**config.mk**
```make
export PLATFORM = sky130hd
export DESIGN_NAME = mmu_weight_loader
export DESIGN_NICKNAME = d
export VERILOG_FILES = /design/src/rtl/mmu_weight_loader.sv
export SDC_FILE = /design/constraint.sdc
export NUM_CORES = 1
export LEC_CHECK = 0
export ABC_CLOCK_PERIOD_IN_PS = 3150
export BUFFER_PORTS_ARGS = -buffer_cell sky130_fd_sc_hd__buf_2
export CORE_AREA = 10 10 148 164
export DETAILED_ROUTE_END_ITERATION = 7
export DIE_AREA = 0 0 158 174
export PLACE_DENSITY = 0.75
export RECOVER_POWER = 25
export REMOVE_ABC_BUFFERS = 1
export SETUP_SLACK_MARGIN = 0.02
export SLEW_MARGIN = 0
export SYNTH_ARGS = -nofsm -noshare
export SYNTH_HDL_FRONTEND = slang
export SYNTH_SLANG_ARGS = --single-unit
export TNS_END_PERCENT = 5
```
**constraint.sdc**
```tcl
create_clock -name clk -period 3.15 [get_ports clk]
set_input_delay 0.315 -clock clk [delete_from_list [all_inputs] [get_ports clk]]
set_output_delay 0.315 -clock clk [all_outputs]
set_load 0.02 [all_outputs]
```
**src/rtl/mmu_weight_loader.sv**
```systemverilog
// rtl/mmu_weight_loader.sv - fetches an NxN weight tile row by row and shifts it into the PE array
module mmu_weight_loader #(
  parameter int DATA_WIDTH = 16,
  parameter int ARRAY_DIM  = 4,
  parameter int ADDR_WIDTH = 10
) (
  input  logic                            clk,
  input  logic                            rst,
  input  logic                            start,
  input  logic [ADDR_WIDTH-1:0]           base_addr,
  output logic                            busy,
  output logic                            done,
  output logic                            rd_req,
  output logic [ADDR_WIDTH-1:0]           rd_addr,
  input  logic                            rd_valid,
  input  logic [ARRAY_DIM*DATA_WIDTH-1:0] rd_data,
  output logic                            global_w_wen,
  output logic [ARRAY_DIM-1:0]            w_wen,
  output logic [ARRAY_DIM*DATA_WIDTH-1:0] w_out
);

  localparam int ROW_W = ARRAY_DIM * DATA_WIDTH;
  localparam int CNT_W = $clog2(ARRAY_DIM + 1);
  localparam logic [CNT_W-1:0] N_CNT    = CNT_W'(ARRAY_DIM);
  localparam logic [CNT_W-1:0] LAST_RET = CNT_W'(ARRAY_DIM - 1);

  typedef enum logic [2:0] {
    IDLE,
    FETCH,
    SHIFT,
    DRAIN,
    DONE
  } state_t;

  state_t state_q, state_d;

  // Requests and returns are counted separately because memory latency is unknown.
  logic [CNT_W-1:0] req_cnt_q, req_cnt_d;
  logic [CNT_W-1:0] ret_cnt_q, ret_cnt_d;
  logic [CNT_W-1:0] step_cnt_q, step_cnt_d;

  logic                  rd_req_d;
  logic [ADDR_WIDTH-1:0] rd_addr_d;
  logic [ROW_W-1:0]      w_out_d;
  logic                  ret_accept;
  logic                  last_ret;
  logic [ROW_W-1:0]      next_row;

  logic [ROW_W-1:0] row_buf [ARRAY_DIM];

  assign ret_accept = (state_q == FETCH) && rd_valid && (ret_cnt_q < N_CNT);
  assign last_ret   = ret_accept && (ret_cnt_q == LAST_RET);

  // Row to present on the next shift cycle: rows go out last-first.
  always_comb begin
    next_row = '0;
    for (int r = 0; r < ARRAY_DIM; r++) begin
      if (int'(step_cnt_q) == ARRAY_DIM - 2 - r) begin
        next_row = row_buf[r];
      end
    end
  end

  // Next-state, counter and registered-output precompute.
  always_comb begin
    state_d    = state_q;
    req_cnt_d  = req_cnt_q;
    ret_cnt_d  = ret_cnt_q;
    step_cnt_d = step_cnt_q;
    rd_req_d   = 1'b0;
    rd_addr_d  = '0;
    w_out_d    = '0;
    case (state_q)
      IDLE: begin
        if (start) begin
          state_d   = FETCH;
          req_cnt_d = CNT_W'(1);
          ret_cnt_d = '0;
          rd_req_d  = 1'b1;
          rd_addr_d = base_addr;
        end
      end
      FETCH: begin
        if (req_cnt_q < N_CNT) begin
          rd_req_d  = 1'b1;
          rd_addr_d = rd_addr + ADDR_WIDTH'(1);
          req_cnt_d = req_cnt_q + CNT_W'(1);
        end
        if (ret_accept) begin
          ret_cnt_d = ret_cnt_q + CNT_W'(1);
        end
        if (last_ret) begin
          // The final row is still on rd_data, so it goes straight out as shift row 0.
          state_d    = SHIFT;
          step_cnt_d = '0;
          rd_req_d   = 1'b0;
          rd_addr_d  = '0;
          w_out_d    = rd_data;
        end
      end
      SHIFT: begin
        if (int'(step_cnt_q) < ARRAY_DIM - 1) begin
          step_cnt_d = step_cnt_q + CNT_W'(1);
          w_out_d    = next_row;
        end else if (ARRAY_DIM > 1) begin
          state_d    = DRAIN;
          step_cnt_d = '0;
        end else begin
          state_d = DONE;
        end
      end
      DRAIN: begin
        if (int'(step_cnt_q) < ARRAY_DIM - 2) begin
          step_cnt_d = step_cnt_q + CNT_W'(1);
        end else begin
          state_d = DONE;
        end
      end
      DONE: begin
        state_d = IDLE;
      end
      default: begin
        state_d = IDLE;
      end
    endcase
  end

  // State, counters and all outputs registered; reset dominates everything.
  always_ff @(posedge clk) begin
    if (rst) begin
      state_q      <= IDLE;
      req_cnt_q    <= '0;
      ret_cnt_q    <= '0;
      step_cnt_q   <= '0;
      busy         <= 1'b0;
      done         <= 1'b0;
      rd_req       <= 1'b0;
      rd_addr      <= '0;
      global_w_wen <= 1'b0;
      w_wen        <= '0;
      w_out        <= '0;
    end else begin
      state_q      <= state_d;
      req_cnt_q    <= req_cnt_d;
      ret_cnt_q    <= ret_cnt_d;
      step_cnt_q   <= step_cnt_d;
      busy         <= (state_d != IDLE);
      done         <= (state_d == DONE);
      rd_req       <= rd_req_d;
      rd_addr      <= rd_addr_d;
      global_w_wen <= (state_d == SHIFT) || (state_d == DRAIN);
      w_wen        <= (state_d == SHIFT) ? {ARRAY_DIM{1'b1}} : {ARRAY_DIM{1'b0}};
      w_out        <= w_out_d;
    end
  end

  // Row buffer k holds the k-th returned row; contents survive reset on purpose.
  always_ff @(posedge clk) begin
    for (int r = 0; r < ARRAY_DIM; r++) begin
      if (ret_accept && (ret_cnt_q == CNT_W'(r))) begin
        row_buf[r] <= rd_data;
      end
    end
  end

endmodule

```
==> results of run 1 <==
==> layout make-up <==
cell class / instances / area, um2 / area share
Antenna cell: 1 / 2.50 / 0.000199
Clock buffer: 41 / 801 / 0.0637
Clock inverter: 11 / 83.8 / 0.00667
Inverter: 5 / 18.8 / 0.00149
Multi-Input combinational cell: 376 / 2600 / 0.207
Sequential cell: 283 / 7590 / 0.604
Tap cell: 261 / 327 / 0.0260
Timing Repair Buffer: 196 / 1140 / 0.0907
==> metrics by stage <==
step | utilization | setup slack, ps | hold slack (ps) | setup TNS (ps)
2_1_floorplan | - | -1940 | 377 | -122610
3_3_place_gp | 0.551 | 863 | 472 | 0
3_5_place_dp | 0.551 | 810 | 480 | 0
4_1_cts | 0.601 | 817 | 0.0873 | 0
5_1_grt | 0.600 | 645 | 42.7 | 0
6_report | 0.600 | 826 | 35.4 | 0
==> routing by layer <==
| layer | GRT usage | vias up | share of wire |
|---|---|---|---|
| met5 | 0 | - | 0.00054 |
| met4 | 0.0406 | 2 | 0.013 |
| met3 | 0.0459 | 34 | 0.099 |
| met2 | 0.273 | 299 | 0.49 |
| met1 | 0.211 | 3272 | 0.40 |
| li1 | - | 3135 | - |
==> cells in the mapped netlist, types with 2 or more instances <==
library cell  count  share of area
a21oi_1          61          0.029
o21ai_0           7         0.0033
buf_4             4         0.0029
a2bb2oi_1         2         0.0017
nand2_1          79          0.028
xor2_1            2         0.0017
clkbuf_1         21         0.0075
buf_8             6         0.0086
ha_1             11          0.013
nand3_1           5         0.0024
inv_1             5         0.0018
a221o_1          64          0.061
xnor2_1           7         0.0058
buf_2            19         0.0091
nor3_1            8         0.0038
nor3b_1           3         0.0021
a22oi_1           3         0.0021
or3_1             2         0.0012
nor4b_2           2         0.0029
o211ai_1         64          0.046
nand2b_1          4         0.0024
edfxtp_1        192           0.55
a21oi_2          12          0.010
dfxtp_1          91           0.17
nand3b_1          2         0.0014
and2_1            5         0.0030
buf_1             6         0.0021
a211oi_1          2         0.0014
and3_1            4         0.0024
nor2_1           10         0.0036
nor2b_1           5         0.0030
==> critical path, cell delays in order, from the launching register on <==
cell	delay [ps]
dfxtp_1	590
nor3b_1	420
and3_1	310
and2_4	320
buf_4	360
==> flip-flops by register name (all words and copies together), names as in the netlist <==
| name | count |
|---|---|
| done | 1 |
| busy | 1 |
| rd_addr | 10 |
| state_q | 3 |
| global_w_wen | 1 |
| req_cnt_q | 3 |
| w_out | 64 |
| w_wen | 1 |
| ret_cnt_q | 3 |
| rd_req | 1 |
| row_buf | 192 |
| step_cnt_q | 3 |
==> power by group through the flow <==
stage / clock [uW] / combinational, uW / sequential, uW
6_report: 3180 / 229 / 4050
2_1_floorplan: 0 / 66.8 / 4140
3_5_place_dp: 0 / 218 / 4130
4_1_cts: 3230 / 236 / 4050
3_3_place_gp: 0 / 211 / 4120
5_1_grt: 3380 / 252 / 4050
==> kinds of logic (layout without fill, tap and decap cells) <==
family	count (synthesis)	in the layout	synth area share
flops	283	283	0.722
compound gates	219	219	0.160
simple gates	136	136	0.0634
buf+inv	62	253	0.0330
fa+ha+maj	11	11	0.0131
xor+xnor	9	9	0.00751
mux	1	1	0.000953
other cells	0	1	0
==> how the worst min path moves through the flow <==
stage                           to    startpoint
CTS                 row_buf[1][22]   rd_data[22]
finish                  rd_addr[0]  base_addr[0]
global route        row_buf[1][27]   rd_data[27]
detailed placement    req_cnt_q[0]  req_cnt_q[0]
floorplan                w_out[17]           rst
global placement      req_cnt_q[0]  req_cnt_q[0]
==> cell usage in the layout, fill, tap and decap left out, types with 6 or more instances in the layout <==
master         synthesis  final
a21oi_2               12     12
nor3_1                 8      8
o21ai_0                7      7
xnor2_1                7      7
clkbuf_1              21     56
buf_12                 0      6
edfxtp_1             192    192
ha_1                  11     11
a21oi_1               61     61
o211ai_1              64     64
dlygate4sd3_1          0     20
nor2_1                10     10
dfxtp_1               91     91
nand2_1               79     79
a221o_1               64     64
buf_4                  4     11
clkbuf_16              0     29
buf_2                 19    112
==> impl_results.md, run 1 <==
- Clock sinks: 283
- Post-DRT Antenna Nets: 0
- # DRC: 0
- Yosys warning total: 0
- Number of synthesized flops with an enable pin: 192
- Layout Cells excl Fill: 1174
- Hold Crit Depth: 3
- Fillers: 1596
- Dominant synthesized flop cell: edfxtp_1
- Post-layout minimum cycle time: 2320 ps
- DR vias/cell: 5.74
- TritonRoute pass-1 iters: 5
- DPL Wire Length: 14.8 mm
- R2R Path End: row_buf[1][14]
- Mapped Area: 10500 um2
- I/O pin total: 160
- Critical Path Sink Type: flip-flop
- Unrepaired setup endpoints after global routing: false
- Max Slew Vio Count: 0
- Worst reg2reg setup slack: 830 ps
- CP Data Required Time: 3350 ps
- Static leakage: 0.00438 uW
- CP endpoint: row_buf[1][14]
- Mean Syn Cell Area: 14.6 um2
- H-tree Lvls: 1
- Combinational share of power: 0.031
- Setup CP Type: flip-flop to flip-flop
- Largest net degree at the start of global routing: 65
- Pwr dens: 593 nW/um2
- Core area: 21000 um2
- Nets@finish: 979
- Beginning of the critical path: state_q[0]
- Die X: 158 um
- Worst Path Arrival: 2520 ps
- Gr ovfl total: 0
- GPL Wtd Cong: 0.774
- Post-synthesis sequential area ratio: 0.722
- Full die area: 27500 um2
- Largest buffer count on any clock path: 3
- Vias: 6742
- R2R depth: 4
- Placed Cells: 1101
- Worst r2r src: state_q[0]
- Final-report setup violation count: 0
- Final Hold Viols: 0
- Status: finished clean
- Detailed Route WL: 24.0 mm
- Async SR Flop Fraction: 0
- Max-cap check violation count: 0
- CTS tree: built
- Max VDD drop: 414 uV
- Chip height: 174 um
- Root buf cell: clkbuf_16
- Cell Rows: 56
- Worst slew pin tran: 774 ps
- Seq pwr share: 0.543
- Final instance area: 12600 um2
- Clock slew at reported path FFs: 60 ps
- Worst skew pair latency: 530 ps
- Worst-path maximum fanout: 20
- Class of the worst hold path: primary input to flip-flop
- Postcts setup bufs: 0
- Worst slew margin: 0.483
- Yosys reg bits: 283
- Power share of the clock group: 0.426
- Skew final: 16.0 ps
- Final Power: 7450 uW
- FMAX: 0.430 GHz
- Vias in the first global route: 6878
- PortBufs: 159
- Initial Utilization: 0.501
- Share of cells above drive strength 1: 0.214
- Distinct cells, synth: 44
- # resized after CTS: 0
- Critical Path Source Type: flip-flop
- DP Area: 11500 um2
- Period utilization: 0.738
- Initial antenna violation count: 2
- Sw frac: 0.202
- All-Layer GR Usage: 0.166
- Wire per inst: 20.4 um
- DRT iter0 DRCs: 575
- Post-Synthesis Cells: 721
- Area Growth Syn to Fin: 19.6%
- First-pass GRT wire length: 37.0 mm
- Internal: 5950 uW
- CTS Hold Buffers Added: 18
- Switching power: 1500 uW
- CTS Buf Count: 28
No activity file was read; power rests on OpenSTA's default activity.
==> run 2, diff against run 1 <==
--- a/config.mk
+++ b/config.mk
@@ -5,12 +5,12 @@
 export SDC_FILE = /design/constraint.sdc
 export NUM_CORES = 1
 export LEC_CHECK = 0
-export ABC_CLOCK_PERIOD_IN_PS = 3150
+export ABC_CLOCK_PERIOD_IN_PS = 2300
 export BUFFER_PORTS_ARGS = -buffer_cell sky130_fd_sc_hd__buf_2
-export CORE_AREA = 10 10 148 164
+export CORE_AREA = 10 10 142 157
 export DETAILED_ROUTE_END_ITERATION = 7
-export DIE_AREA = 0 0 158 174
-export PLACE_DENSITY = 0.75
+export DIE_AREA = 0 0 152 167
+export PLACE_DENSITY = 0.78
 export RECOVER_POWER = 25
 export REMOVE_ABC_BUFFERS = 1
 export SETUP_SLACK_MARGIN = 0.02
==> constraint.sdc (replaced) <==
create_clock -name clk -period 2.3 [get_ports clk]
set_input_delay 0.23 -clock clk [delete_from_list [all_inputs] [get_ports clk]]
set_output_delay 0.23 -clock clk [all_outputs]
set_load 0.02 [all_outputs]
==> run 2 against run 1 <==
Against the previous run:
- sequential cell count stayed put
- largest power group unchanged
- cell area up 5.3%
- first-iteration DRC count increased by 11%
- largest cell class unchanged
==> impl_results.md, run 2 (synthesis results as in run 1) <==
- Switching power: 2110 uW (was 1500 uW)
- Beginning of the critical path: step_cnt_q[0] (was state_q[0])
- Final-report setup violation count: 0 (unchanged)
- Die X: 152 um (was 158 um)
- Unrepaired setup endpoints after global routing: false (unchanged)
- Max VDD drop: 646 uV (was 414 uV)
- GPL Wtd Cong: 0.758 (was 0.774)
- Core area: 19000 um2 (was 21000 um2)
- R2R Path End: w_out[23] (was row_buf[1][14])
- Worst slew margin: 0.358 (was 0.483)
- Hold Crit Depth: 4 (was 3)
- Final instance area: 13200 um2 (was 12600 um2)
- R2R depth: 7 (was 4)
- Critical Path Source Type: flip-flop (unchanged)
- Worst slew pin tran: 959 ps (was 774 ps)
- Worst reg2reg setup slack: 120 ps (was 830 ps)
- DP Area: 11600 um2 (was 11500 um2)
- Setup CP Type: flip-flop to flip-flop (unchanged)
- Detailed Route WL: 25.7 mm (was 24.0 mm)
- Gr ovfl total: 0 (unchanged)
- First-pass GRT wire length: 40.0 mm (was 37.0 mm)
- Worst-path maximum fanout: 18 (was 20)
- Leading registers by flop count: row_buf (192), w_out (64), rd_addr (10) (unchanged)
- Sw frac: 0.202 (about the same)
- Nets@finish: 1046 (was 979)
- Root buf cell: clkbuf_16 (unchanged)
- DR vias/cell: 5.86 (was 5.74)
- ANT cells: 0 (was 1)
- Full die area: 25400 um2 (was 27500 um2)
- Worst r2r src: step_cnt_q[0] (was state_q[0])
- Pwr dens: 787 nW/um2 (was 593 nW/um2)
- Period utilization: 0.947 (was 0.738)
- Cell Rows: 53 (was 56)
- Chip height: 167 um (was 174 um)
- CTS Buf Count: 27 (was 28)
- # DRC: 0 (unchanged)
- Post-layout minimum cycle time: 2180 ps (was 2320 ps)
- Initial Utilization: 0.554 (was 0.501)
- Multi-input gate area: 2620 um2 (was 2600 um2)
- Post-DRT Antenna Nets: 0 (unchanged)
- Worst skew pair latency: 520 ps (was 530 ps)
- TritonRoute pass-1 iters: 7 (was 5)
- H-tree Lvls: 1 (unchanged)
- Clock slew at reported path FFs: 70 ps (was 60 ps)
- Combinational share of power: 0.038 (was 0.031)
- Initial antenna violation count: 1 (was 2)
- Vias in the first global route: 7425 (was 6878)
- Critical Path Sink Type: flip-flop (unchanged)
- Status: finished clean (unchanged)
- Largest buffer count on any clock path: 3 (unchanged)
- Largest net degree at the start of global routing: 65 (unchanged)
- Max reg flops: 192 (unchanged)
- Final Hold Viols: 0 (unchanged)
- DPL Wire Length: 14.5 mm (was 14.8 mm)
- Vias: 7173 (was 6742)
- Max-cap check violation count: 0 (unchanged)
- Max Slew Vio Count: 0 (unchanged)
- Power share of the clock group: 0.430 (was 0.426)
- CP Data Required Time: 2740 ps (was 3350 ps)
- Min-delay src: base_addr[4] (was base_addr[0])
- Worst Path Arrival: 2620 ps (was 2520 ps)
- Most flop-heavy register: row_buf (unchanged)
- Skew final: 9.06 ps (was 16.0 ps)
- DRT iter0 DRCs: 637 (was 575)
- Hold path endpoint: rd_addr[4] (was rd_addr[0])
- Most frequent cells in the layout: 192 x edfxtp_1, 109 x buf_2, 91 x dfxtp_1 (was 192 x edfxtp_1, 112 x buf_2, 91 x dfxtp_1)
- Postcts setup bufs: 0 (unchanged)
- Seq pwr share: 0.532 (was 0.543)
- I/O pin total: 160 (unchanged)
- Register area: 7590 um2 (unchanged)
- Commonest non-fill, non-tap cell in the layout: edfxtp_1 (unchanged)
- Internal: 8300 uW (was 5950 uW)
- PortBufs: 159 (unchanged)
- Area Growth Syn to Fin: 26.0% (was 19.6%)
- Util after Layout: 0.698 (was 0.600)
- Share of cells above drive strength 1: 0.216 (was 0.214)
- Wire per inst: 21.0 um (was 20.4 um)
- Static leakage: 0.00468 uW (was 0.00438 uW)
- FMAX: 0.459 GHz (was 0.430 GHz)
- Fillers: 1256 (was 1596)
- Clock sinks: 283 (unchanged)
- Final Power: 10400 uW (was 7450 uW)
- CTS tree: built (unchanged)
- Class of the worst hold path: primary input to flip-flop (unchanged)
- All-Layer GR Usage: 0.190 (was 0.166)
-- run 2: changes by cell type in the layout (fill, tap and decap cells not counted), moves of 2 or more --
cell and change:
buf_4 +9, clkbuf_1 -3, dlygate4sd3_1 +55, clkinv_1 -3
clkinv_2 +4, buf_2 -3, nor2b_2 +2, clkbuf_16 -2
buf_12 +2, inv_6 +2, clkbuf_8 -3, clkinvlp_4 +2
bufinv_16 +3
-- run 2: how the worst max path moves through the flow --
stage / endpoint / slack (ps) / cells after the start
floorplan: w_out[33] / -2790 / 6
global placement: w_out[53] / 70 / 7
detailed placement: w_out[44] / 9 / 7
CTS: w_out[14] / 9 / 7
global route: w_out[14] / 10 / 7
finish: w_out[23] / 120 / 7
-- run 2: cell type report --
class                           count  share of cell area
Clock inverter                     19              0.0161
Multi-Input combinational cell    378               0.198
Clock buffer                       30              0.0519
Sequential cell                   283               0.573
Inverter                            5             0.00142
Timing Repair Buffer              262               0.136
Tap cell                          247              0.0234
-- run 2: power groups by stage --
stage               Combinational [uW]  Sequential [uW]  Clock (uW)
floorplan                         91.5             5670           0
global placement                   295             5650           0
detailed placement                 301             5650           0
CTS                                403             5540        4510
global route                       435             5540        4720
finish                             396             5540        4470
-- run 2: layer usage --
metal | share of wire | vias up | GRT usage | wire [um]
li1 | - | 3279 | - | -
met1 | 0.40 | 3518 | 0.236 | 10200
met5 | 0.00047 | - | 0 | 12
met4 | 0.021 | 2 | 0.0578 | 551
met2 | 0.49 | 329 | 0.321 | 12700
met3 | 0.090 | 45 | 0.0466 | 2330
-- run 2: worst max-delay path: stages, from the launching register on --
cell	delay [ps]
dfxtp_1	330
inv_1	80
ha_1	320
nor2b_4	540
buf_4	360
a221o_1	150
o211ai_1	100
a21oi_1	210
-- run 2: repair_timing --
action,4_1_cts,5_1_grt
endpoints found under the hold margin,256,0
gates resized for setup,0,0
cloned,1,1
hold buffers,75,0
endpoints found under the setup margin,15,33
-- run 2: metrics by stage --
| stage | TNS [ps] | cells | setup slack, ps | hold slack [ps] |
|---|---|---|---|---|
| 2_1_floorplan | -325230 | 664 | -2790 | 292 |
| 3_3_place_gp | 0 | 1098 | 65.3 | 426 |
| 3_5_place_dp | 0 | 1098 | 8.70 | 435 |
| 4_1_cts | 0 | 1223 | 8.60 | 14.0 |
| 5_1_grt | 0 | 1224 | 13.6 | 75.2 |
| 6_report | 0 | 1224 | 123 | 25.7 |
